File: src/rtl/nabp_projection_filter.sv
// Ramp (Ram-Lak) FIR for one projection line: symmetric pre-add, multiply, adder tree,
// round-half-up and saturate, emitting sample-indexed filtered values 3 cycles after launch.
module nabp_projection_filter #(
  parameter int DATA_LEN          = 8,
  parameter int FILTERED_DATA_LEN = 12,
  parameter int S_LEN             = 8,
  parameter int LINE_SIZE         = 128,
  parameter int HALF              = 4,
  parameter int COEFF_FRAC        = 8
) (
  input  logic                                clk,
  input  logic                                reset,
  input  logic                                line_start,
  input  logic                                in_valid,
  input  logic        [DATA_LEN-1:0]          in_data,
  output logic                                out_valid,
  output logic signed [FILTERED_DATA_LEN-1:0] out_data,
  output logic        [S_LEN-1:0]             out_s,
  output logic                                out_last,
  output logic                                line_done,
  output logic                                busy
);

  localparam int TAPS  = 2 * HALF + 1;
  localparam int ACC_W = DATA_LEN + COEFF_FRAC + $clog2(TAPS) + 2;
  localparam int CW    = COEFF_FRAC + 3;
  localparam int FC_W  = (HALF > 1) ? $clog2(HALF) : 1;

  // Ramp coefficients: c0 = round(2^F/4), odd k: -round(2^F/(k^2*pi^2)), even k: 0.
  // pi^2 is carried as 98696044e-7 so the rounding stays in integer arithmetic.
  function automatic int coeff_of(input int k);
    longint scale;
    longint den;
    scale = longint'(1) << COEFF_FRAC;
    if (k == 0) return int'((scale + 2) / 4);
    if (k % 2 == 0) return 0;
    den = longint'(k) * longint'(k) * longint'(98696044);
    return -int'((scale * 20000000 + den) / (2 * den));
  endfunction

  function automatic logic [(HALF+1)*CW-1:0] build_coeffs();
    logic [(HALF+1)*CW-1:0] v;
    v = '0;
    for (int k = 0; k <= HALF; k++) v[k*CW +: CW] = CW'(coeff_of(k));
    return v;
  endfunction

  localparam logic [(HALF+1)*CW-1:0] COEFFS = build_coeffs();

  localparam longint SAT_MAX_L = (longint'(1) << (FILTERED_DATA_LEN - 1)) - 1;
  localparam logic signed [ACC_W-1:0] SAT_MAX    = ACC_W'(SAT_MAX_L);
  localparam logic signed [ACC_W-1:0] SAT_MIN    = ACC_W'(-SAT_MAX_L - 1);
  localparam logic signed [ACC_W-1:0] ROUND_BIAS = ACC_W'(longint'(1) << (COEFF_FRAC - 1));

  typedef enum logic [2:0] {IDLE, PRIME, STREAM, FLUSH, DRAIN} state_t;

  state_t                state;
  logic [S_LEN-1:0]      n_cnt;
  logic [FC_W-1:0]       f_cnt;
  logic                  launch;
  logic [DATA_LEN-1:0]   taps [TAPS];

  logic                  shift_en;
  logic                  clear_taps;
  logic [DATA_LEN-1:0]   shift_data;

  logic signed [ACC_W-1:0] coef_ext  [HALF+1];
  logic signed [ACC_W-1:0] pre_sum   [HALF+1];
  logic signed [ACC_W-1:0] prod_next [HALF+1];
  logic signed [ACC_W-1:0] prod      [HALF+1];
  logic                    prod_valid;

  logic signed [ACC_W-1:0] acc;
  logic signed [ACC_W-1:0] rounded;
  logic signed [ACC_W-1:0] sat_value;
  logic [S_LEN-1:0]        s_cnt;

  assign busy = (state != IDLE);

  // NOTE: every variable driven here gets a value on all paths, so no latch is inferred.
  always_comb begin
    clear_taps = (state == IDLE) && line_start;
    shift_en   = (((state == PRIME) || (state == STREAM)) && in_valid) || (state == FLUSH);
    shift_data = (state == FLUSH) ? '0 : in_data;
  end

  // NOTE: state registers use non-blocking assignments so every flop samples pre-edge values.
  always_ff @(posedge clk or posedge reset) begin
    if (reset) begin
      state  <= IDLE;
      n_cnt  <= '0;
      f_cnt  <= '0;
      launch <= 1'b0;
    end else begin
      launch <= 1'b0;
      case (state)
        IDLE: begin
          if (line_start) begin
            state <= PRIME;
            n_cnt <= '0;
            f_cnt <= '0;
          end
        end
        PRIME: begin
          if (in_valid) begin
            n_cnt <= n_cnt + 1'b1;
            if (n_cnt == S_LEN'(HALF - 1)) state <= STREAM;
          end
        end
        STREAM: begin
          if (in_valid) begin
            launch <= 1'b1;
            n_cnt  <= n_cnt + 1'b1;
            if (n_cnt == S_LEN'(LINE_SIZE - 1)) state <= FLUSH;
          end
        end
        FLUSH: begin
          launch <= 1'b1;
          f_cnt  <= f_cnt + 1'b1;
          if (f_cnt == FC_W'(HALF - 1)) state <= DRAIN;
        end
        DRAIN: begin
          if (line_done) state <= IDLE;
        end
        default: state <= IDLE;
      endcase
    end
  end

  // NOTE: the delay line is a small register bank, not a RAM, so it is reset explicitly;
  // stale taps would otherwise leak into the zero-padded edge of the next line.
  always_ff @(posedge clk or posedge reset) begin
    if (reset) begin
      for (int i = 0; i < TAPS; i++) taps[i] <= '0;
    end else if (clear_taps) begin
      for (int i = 0; i < TAPS; i++) taps[i] <= '0;
    end else if (shift_en) begin
      taps[0] <= shift_data;
      for (int i = 1; i < TAPS; i++) taps[i] <= taps[i-1];
    end
  end

  // taps[HALF] holds x[s]; taps[HALF-k] and taps[HALF+k] hold x[s+k] and x[s-k].
  always_comb begin
    for (int k = 0; k <= HALF; k++) begin
      coef_ext[k] = ACC_W'($signed(COEFFS[k*CW +: CW]));
      if (k == 0) pre_sum[k] = ACC_W'(taps[HALF]);
      else        pre_sum[k] = ACC_W'(taps[HALF-k]) + ACC_W'(taps[HALF+k]);
      prod_next[k] = pre_sum[k] * coef_ext[k];
    end
  end

  always_ff @(posedge clk or posedge reset) begin
    if (reset) begin
      prod_valid <= 1'b0;
      for (int k = 0; k <= HALF; k++) prod[k] <= '0;
    end else begin
      prod_valid <= launch;
      for (int k = 0; k <= HALF; k++) prod[k] <= prod_next[k];
    end
  end

  always_comb begin
    acc = '0;
    for (int k = 0; k <= HALF; k++) acc = acc + prod[k];
    rounded = (acc + ROUND_BIAS) >>> COEFF_FRAC;
    if (rounded > SAT_MAX)      sat_value = SAT_MAX;
    else if (rounded < SAT_MIN) sat_value = SAT_MIN;
    else                        sat_value = rounded;
  end

  always_ff @(posedge clk or posedge reset) begin
    if (reset) begin
      out_valid <= 1'b0;
      out_data  <= '0;
      out_s     <= '0;
      out_last  <= 1'b0;
      line_done <= 1'b0;
      s_cnt     <= '0;
    end else begin
      out_valid <= prod_valid;
      line_done <= out_valid && out_last;
      if (clear_taps) s_cnt <= '0;
      if (prod_valid) begin
        out_data <= FILTERED_DATA_LEN'(sat_value);
        out_s    <= s_cnt;
        out_last <= (s_cnt == S_LEN'(LINE_SIZE - 1));
        s_cnt    <= s_cnt + 1'b1;
      end else begin
        out_last <= 1'b0;
      end
    end
  end

endmodule

File: config.mk
export PLATFORM = sky130hd
export DESIGN_NAME = nabp_projection_filter
export DESIGN_NICKNAME = d
export VERILOG_FILES = /design/src/rtl/nabp_projection_filter.sv
export SDC_FILE = /design/constraint.sdc
export NUM_CORES = 1
export LEC_CHECK = 0
export BUFFER_PORTS_ARGS = -buffer_cell sky130_fd_sc_hd__buf_2
export CORE_ASPECT_RATIO = 1.75
export CORE_UTILIZATION = 56
export DETAILED_ROUTE_END_ITERATION = 12
export PLACE_DENSITY = 0.76
export SYNTH_ARGS = -nofsm -noshare
export SYNTH_HDL_FRONTEND = slang
export SYNTH_SLANG_ARGS = --single-unit
File: constraint.sdc
create_clock -name clk -period 4.4 [get_ports clk]
set_input_delay 0.66 -clock clk [delete_from_list [all_inputs] [get_ports clk]]
set_output_delay 0.66 -clock clk [all_outputs]
set_load 0.01 [all_outputs]
==> results of run 1 <==
power groups by stage:
stage	sequential, W	combinational (W)	clock [W]
after floorplan	0.00136	0.0000212	0
after global placement	0.00136	0.0000375	0
after detailed placement	0.00136	0.0000380	0
after CTS	0.00133	0.0000382	0.00143
after global routing	0.00133	0.0000426	0.00148
final	0.00133	0.0000359	0.00141
final timing paths:
path / start / endpoint / slack [ps]
worst max register to register: taps[41] / prod[79] / -50
min in group asynchronous: reset / taps[52] / 360
max in group asynchronous: reset / prod[24] / 3540
worst max-delay path: taps[41] / prod[79] / -50
worst min-delay path: launch / prod_valid / 350
worst min register to register: launch / prod_valid / 350
repair_timing:
| item | in CTS | in global routing |
|---|---|---|
| gates cloned | 0 | 0 |
| endpoints found under the setup margin | 5 | 5 |
| endpoints found under the hold margin | 0 | 0 |
| resized for setup | 9 | 22 |
| buffers inserted | 1 | 11 |
| pin swaps | 5 | 11 |
cells in the final DEF, fill, tap and decap left out, drive strengths merged, types with 2 or more instances in the layout:
cell | netlist | routed
a211oi | 4 | 4
a21o | 12 | 12
a21oi | 42 | 42
a22o | 8 | 8
a31o | 2 | 2
and2 | 5 | 5
and3 | 5 | 5
buf | 5 | 64
clkbuf | 25 | 17
clkinv | 0 | 3
clkinvlp | 0 | 4
dfrtp | 145 | 145
fa | 19 | 19
ha | 102 | 102
inv | 98 | 104
mux2 | 8 | 8
mux2i | 4 | 4
nand2 | 130 | 130
nand2b | 5 | 5
nand3 | 9 | 9
nand4 | 10 | 10
nor2 | 28 | 28
nor2b | 2 | 2
nor3 | 6 | 6
o211ai | 2 | 2
o21a | 3 | 3
o21ai | 86 | 86
o21bai | 9 | 9
o22ai | 5 | 5
o2bb2ai | 3 | 3
or3 | 2 | 2
xnor2 | 22 | 22
xor2 | 18 | 18
worst max-delay path: stages (launching register included):
cell and delay (ps):
dfrtp_1 410, ha_1 290, a21o_1 180, a21oi_2 170, o21bai_1 100, a21oi_2 180
buf_4 140, o21ai_1 100, xor2_2 210, buf_4 170, ha_4 240, ha_4 270
inv_2 40, fa_1 550, inv_2 60, ha_4 250, nand2_2 70, o21ai_2 90
o41a_1 330, a21o_1 200, a21oi_2 180, xnor2_1 150
per-stage QoR:
stage          setup slack (ps)  hold WS, ps
2_1_floorplan             0.524          331
3_3_place_gp              -72.9          333
3_5_place_dp               -189          337
4_1_cts                    5.91          351
5_1_grt                    -202          355
6_report                  -50.8          351
flip-flops by register name, summed over array words and instances, names as in the netlist:
name	count
out_valid	1
taps	56
prod	35
out_data	12
s_cnt	8
prod_valid	1
out_last	1
n_cnt	8
f_cnt	2
launch	1
state	3
pre_sum	8
line_done	1
out_s	8
kinds of logic after synthesis:
logic type	after synthesis
buf+inv	128
mux	12
flops	145
compound gates	187
simple gates	209
fa+ha+maj	121
xor+xnor	40
layer usage:
| layer | vias to the layer above | routed length, um |
|---|---|---|
| met2 | 103 | 9400 |
| met5 | - | 0 |
| li1 | 2943 | - |
| met3 | 45 | 460 |
| met1 | 2890 | 6580 |
| met4 | 0 | 664 |
layout make-up:
type                       instances  area [um2]  area share, %
sequential                       145        3630           37.8
clock inverter                    14         145           1.51
tap                              180         225           2.34
timing repair buffer              64         405           4.22
inverter                          98         372           3.87
clock buffer                      17         425           4.43
multi-input combinational        569        4400           45.9
==> results_dict.tcl, run 1 <==
set metrics [dict create \
    grt_first_pass_wirelength_um 27300 \
    syn_to_final_growth_pct 15.4 \
    swShare_pct 23.3 \
    ys_types 56 \
    end_kind "register" \
    core_um2 14400 \
    worst_clock_skew_ps 12.3 \
    synthMuxAreaShare_pct 1.56 \
    io_buffers 35 \
    p_seq_share_pct 47.9 \
    std_cell_rows 58 \
    syn_area_per_cell_um2 9.89 \
    totalWireLength_um 17100 \
    diodes 0 \
    fin_ws_ps -50.8 \
    cts_tree "built" \
    cap_violations 0 \
    min_path_cells 0 \
    vias 5981 \
    required_ps 4740 \
    fmax_ghz 0.225 \
    p_clk_share_pct 50.8 \
    power_leakage_nw 4.83 \
    tns_ps -81.2 \
    synth_adder_area_share_pct 19.9 \
    async_flop_share_pct 100 \
    clock_path_buffers 2 \
    finalSetupViolCount 2 \
    powerDensity_nw_per_um2 289 \
    via_per_inst 5.50 \
    antenna_found_initial 0 \
    synth_nets 975 \
    cts.sinks 145 \
    power_frac_comb_pct 1.3 \
    finalCritPeriodShare_pct 101 \
    use_met2_pct 41.2 \
    rsz0062_at_grt "true" \
    first_pass_iters 6 \
    place_area_um2 8760 \
    placed_cells_incl_taps 1044 \
    grt_pass1_vias 6045 \
    switchingPower_w 0.000648 \
    htree_levels 4 \
    fin_nets 1028 \
    postRouteAntennaNets 0 \
    path_class "reg -> reg" \
    reg2reg_depth 21 \
    synth_xor_area_share_pct 4.21 \
    routedWlPerCell_um 15.7 \
    yosysWarningCount 0 \
    clk_latency_ps 430 \
    ys_dominant_reg_cell "dfrtp_1" \
    power_w 0.00278 \
    layout-drive-gt1-share_pct 16.1 \
    die_y_um 163 \
    fillerInstances 1057 \
    status "complete, but fails checks" \
    holdBufCountCts 0 \
    chipWidth_um 94.2 \
    fin_cells 1087 \
    drc 0 \
    grt-ovfl-total 0 \
    cts_root_buf "clkbuf_16" \
    met1_usage_pct 25.6 \
    synth_top_family_by_area "adder cells" \
    relSlewSlack_pct 26.5 \
    ir_worst_vdd_mv 0.231 \
    synthSimpleGateAreaFrac_pct 11.1 \
    netlist_area_um2 8330 \
    hold_path.class "reg -> reg" \
    drv_slew 0 \
    grt_busiest_layer "met2" \
    synthMostInstantiatedCell "dfrtp_1" \
    finalHoldViolCount 0 \
    hpwl_um 10900 \
    yosysTopAreaCell "dfrtp_1" \
    grt.total_usage_pct 23.0 \
    synthTopCellsByArea "dfrtp_1, ha_1, nand2_1" \
    drt_iter0_markers 380 \
    initial_core_util_pct 57.7 \
    gp_congestion 0.806 \
    met3_usage_pct 4.28 \
    synth-edff-count 0 \
    syn_inst 842 \
    grt_max_degree 121 \
    internal_power_w 0.00213 \
    utilization_pct 66.5 \
    cts_buffers 17 \
    yosys-top-cells-count "dfrtp_1, nand2_1, ha_1" \
    synth_top_area_share_pct 43.6 \
    violations "setup timing" \
    min_period_ps 4450 \
    cp-start-kind "register" \
    dieArea_um2 15400 \
    seq_area_frac_synth_pct 43.6 \
    synth-seq-cells 145 \
    worst_pin_slew_ps 1100 \
    clkTransAtPathRegs_ps 70 \
    synth_compound_area_share_pct 13.8 \
    io_pins 36 \
    crit_arrival_ps 4790 \
    worstPathMaxFanout 3 \
    fin_area_um2 9610 \
]
Power figures use the tool's default switching activity.
==> inputs of run 2 (changes only) <==
--- a/config.mk
+++ b/config.mk
@@ -5,11 +5,14 @@
 export SDC_FILE = /design/constraint.sdc
 export NUM_CORES = 1
 export LEC_CHECK = 0
+export ABC_AREA = 1
 export BUFFER_PORTS_ARGS = -buffer_cell sky130_fd_sc_hd__buf_2
+export CELL_PAD_IN_SITES_DETAIL_PLACEMENT = 1
+export CELL_PAD_IN_SITES_GLOBAL_PLACEMENT = 1
 export CORE_ASPECT_RATIO = 1.75
-export CORE_UTILIZATION = 56
+export CORE_UTILIZATION = 43
 export DETAILED_ROUTE_END_ITERATION = 12
-export PLACE_DENSITY = 0.76
+export PLACE_DENSITY_LB_ADDON = 0.1
 export SYNTH_ARGS = -nofsm -noshare
 export SYNTH_HDL_FRONTEND = slang
 export SYNTH_SLANG_ARGS = --single-unit
==> constraint.sdc (replaced) <==
create_clock -name clk -period 4.4 [get_ports clk]
set_input_delay 0.88 -clock clk [delete_from_list [all_inputs] [get_ports clk]]
set_output_delay 0.88 -clock clk [all_outputs]
set_load 0.01 [all_outputs]
==> run 2 against run 1 <==
Net effect:
- clock skew down 2.0 ps
- non-clock buffer count shrank 11
- clock power increased by 9.9%
- first-iteration DRC count fell by 12%
- hold slack better by 11 ps
- flip-flop and latch count did not move
- the flow finishes with violations (DRC)
- final cell count up 26%
- core utilization down 16 points
==> results_dict.tcl, run 2 <==
set metrics [dict create \
    fillerInstances 2430 \
    ir_worst_vdd_mv 0.269 \
    async_flop_share_pct 100 \
    io_pins 36 \
    slowest_stage "fa_1" \
    relSlewSlack_pct 49.7 \
    synth_nets 1206 \
    critPathBufInv 3 \
    end_kind "register" \
    power_leakage_nw 5.88 \
    vias 7209 \
    cts_buffers 17 \
    crit_chain "ha_4 > fa_2 > a21oi_2 > o21bai_2 > a21oi_1 > o21ai_1 > xor2_1 > inv_1 > ha_1 > ha_1 > inv_1 > fa_1 > inv_2 > ha_4 > nand2_1 > nor2_1 > nand2_1 > o211ai_1 > nand2_1 > nand2_1 > a21oi_2 > or2_2" \
    synth-seq-cells 145 \
    fin_nets 1247 \
    crit_top_cell "nand2_1" \
    cap_violations 0 \
    grt_max_degree 84 \
    synthTopCellsByArea "dfrtp_1, ha_1, nand2_1" \
    synth_top_area_share_pct 40.1 \
    reg_top3 "taps: 56 flops, prod: 35 flops, out_data: 12 flops" \
    std_cell_rows 69 \
    chipWidth_um 112 \
    core_um2 20500 \
    fin_cells 1375 \
    fin_area_um2 10300 \
    grt.total_usage_pct 22.7 \
    postRouteAntennaNets 0 \
    initial_core_util_pct 44.2 \
    layout_common_cells "nand2_1, inv_1, nand3_1" \
    cp-start-kind "register" \
    min_period_ps 4280 \
    path_class "reg -> reg" \
    crit_family "adder cells" \
    fmax_ghz 0.234 \
    ys_dominant_reg_cell "dfrtp_1" \
    tns_ps 0 \
    ys_types 41 \
    holdBufCountCts 0 \
    finalCritPeriodShare_pct 97.2 \
    final_common_cell "nand2_1" \
    htree_levels 4 \
    power_w 0.00292 \
    worst_clock_skew_ps 10.3 \
    grt-ovfl-total 0 \
    largest_register_ffs 56 \
    io_buffers 35 \
    diodes 0 \
    totalWireLength_um 22800 \
    clock_path_buffers 2 \
    placed_cells_incl_taps 1333 \
    yosysTopAreaCell "dfrtp_1" \
    slowest_delay_ps 490 \
    die_y_um 194 \
    routedWlPerCell_um 16.6 \
    drt_iter0_markers 334 \
    grt_pass1_vias 7937 \
    cts_tree "built" \
    finalHoldViolCount 0 \
    syn_inst 1073 \
    netlist_area_um2 9040 \
    status "complete, but fails checks" \
    gp_congestion 0.823 \
    violations "DRC" \
    drv_slew 0 \
    required_ps 4710 \
    yosysWarningCount 0 \
    synthMostInstantiatedCell "nand2_1" \
    antenna_found_initial 0 \
    whs_ps 362 \
    synth-edff-count 0 \
    layout-drive-gt1-share_pct 10.5 \
    drc 2 \
    clkTransAtPathRegs_ps 60 \
    hold_path.class "reg -> reg" \
    via_per_inst 5.24 \
    worstPathMaxFanout 4 \
    cts.sinks 145 \
    regMostFlops "taps" \
    first_pass_iters 10 \
    syn_area_per_cell_um2 8.42 \
    worst_pin_slew_ps 753 \
    place_area_um2 9440 \
    clk_latency_ps 430 \
    syn_to_final_growth_pct 13.6 \
    crit_arrival_ps 4580 \
    seq_area_frac_synth_pct 40.1 \
    hpwl_um 17000 \
    dieArea_um2 21600 \
    grt_first_pass_wirelength_um 38300 \
    yosys-top-cells-count "nand2_1, inv_1, nand3_1" \
    cts_root_buf "clkbuf_16" \
    finalSetupViolCount 0 \
    powerDensity_nw_per_um2 285 \
]
run 2: metrics by stage:
step	setup slack [ps]	util, %
final	122	50.2
after global routing	-109	50.2
after CTS	19.2	49.3
after detailed placement	-107	46.1
after global placement	-15.5	46.1
after floorplan	339	-
run 2: layout make-up:
class	instances	area [um2]	share of cell area, %
clock inverters	9	153	1.49
flip-flops and latches	145	3630	35.4
clock buffers	23	478	4.66
well taps	248	310	3.02
multi-input cells	732	4750	46.2
repair buffers	53	323	3.15
inverters	165	626	6.10
run 2: final timing paths:
kind,from,to,slack (ps),depth (start not counted)
setup / recovery,taps[40],prod[86],120,22
hold / removal,launch,prod_valid,360,0
setup reg to reg,taps[40],prod[86],120,22
hold reg to reg,launch,prod_valid,360,0
max in group asynchronous,reset,out_data[4],2930,3
min in group asynchronous,reset,taps[9],580,2
run 2: cell families after synthesis:
kind of cell	Yosys count	share of synthesized area, %
and+or+nand+nor	466	22.7
adders and majority gates	121	18.3
DFF	145	40.1
buffers and inverters	196	8.69
xor gates and xnor gates	31	3.00
AOI/OAI and AO/OA	114	7.09
run 2: routing by layer:
metal	wire length, um	GRT usage [%]	up-vias	part of all wire (%)
met3	304	3.03	36	1.3
met4	678	9.46	0	3.0
li1	-	-	3564	-
met5	0	0	-	0
met2	13500	45.5	69	59
met1	8340	22.8	3540	37
run 2: what timing repair did:
action / in CTS / in global routing
gates resized for setup: 3 / 17
endpoints found under the setup margin: 2 / 6
pin swaps: 1 / 21
setup buffers: 1 / 9
run 2: where the power goes:
| group | leakage [nW] | switching (W) | internal [W] |
|---|---|---|---|
| registers | 1.91 | 0.000000471 | 0.00133 |
| logic | 3.66 | 0.0000321 | 0.00000715 |
| clock network | 0.312 | 0.000555 | 0.000994 |
| total | 5.88 | 0.000587 | 0.00234 |
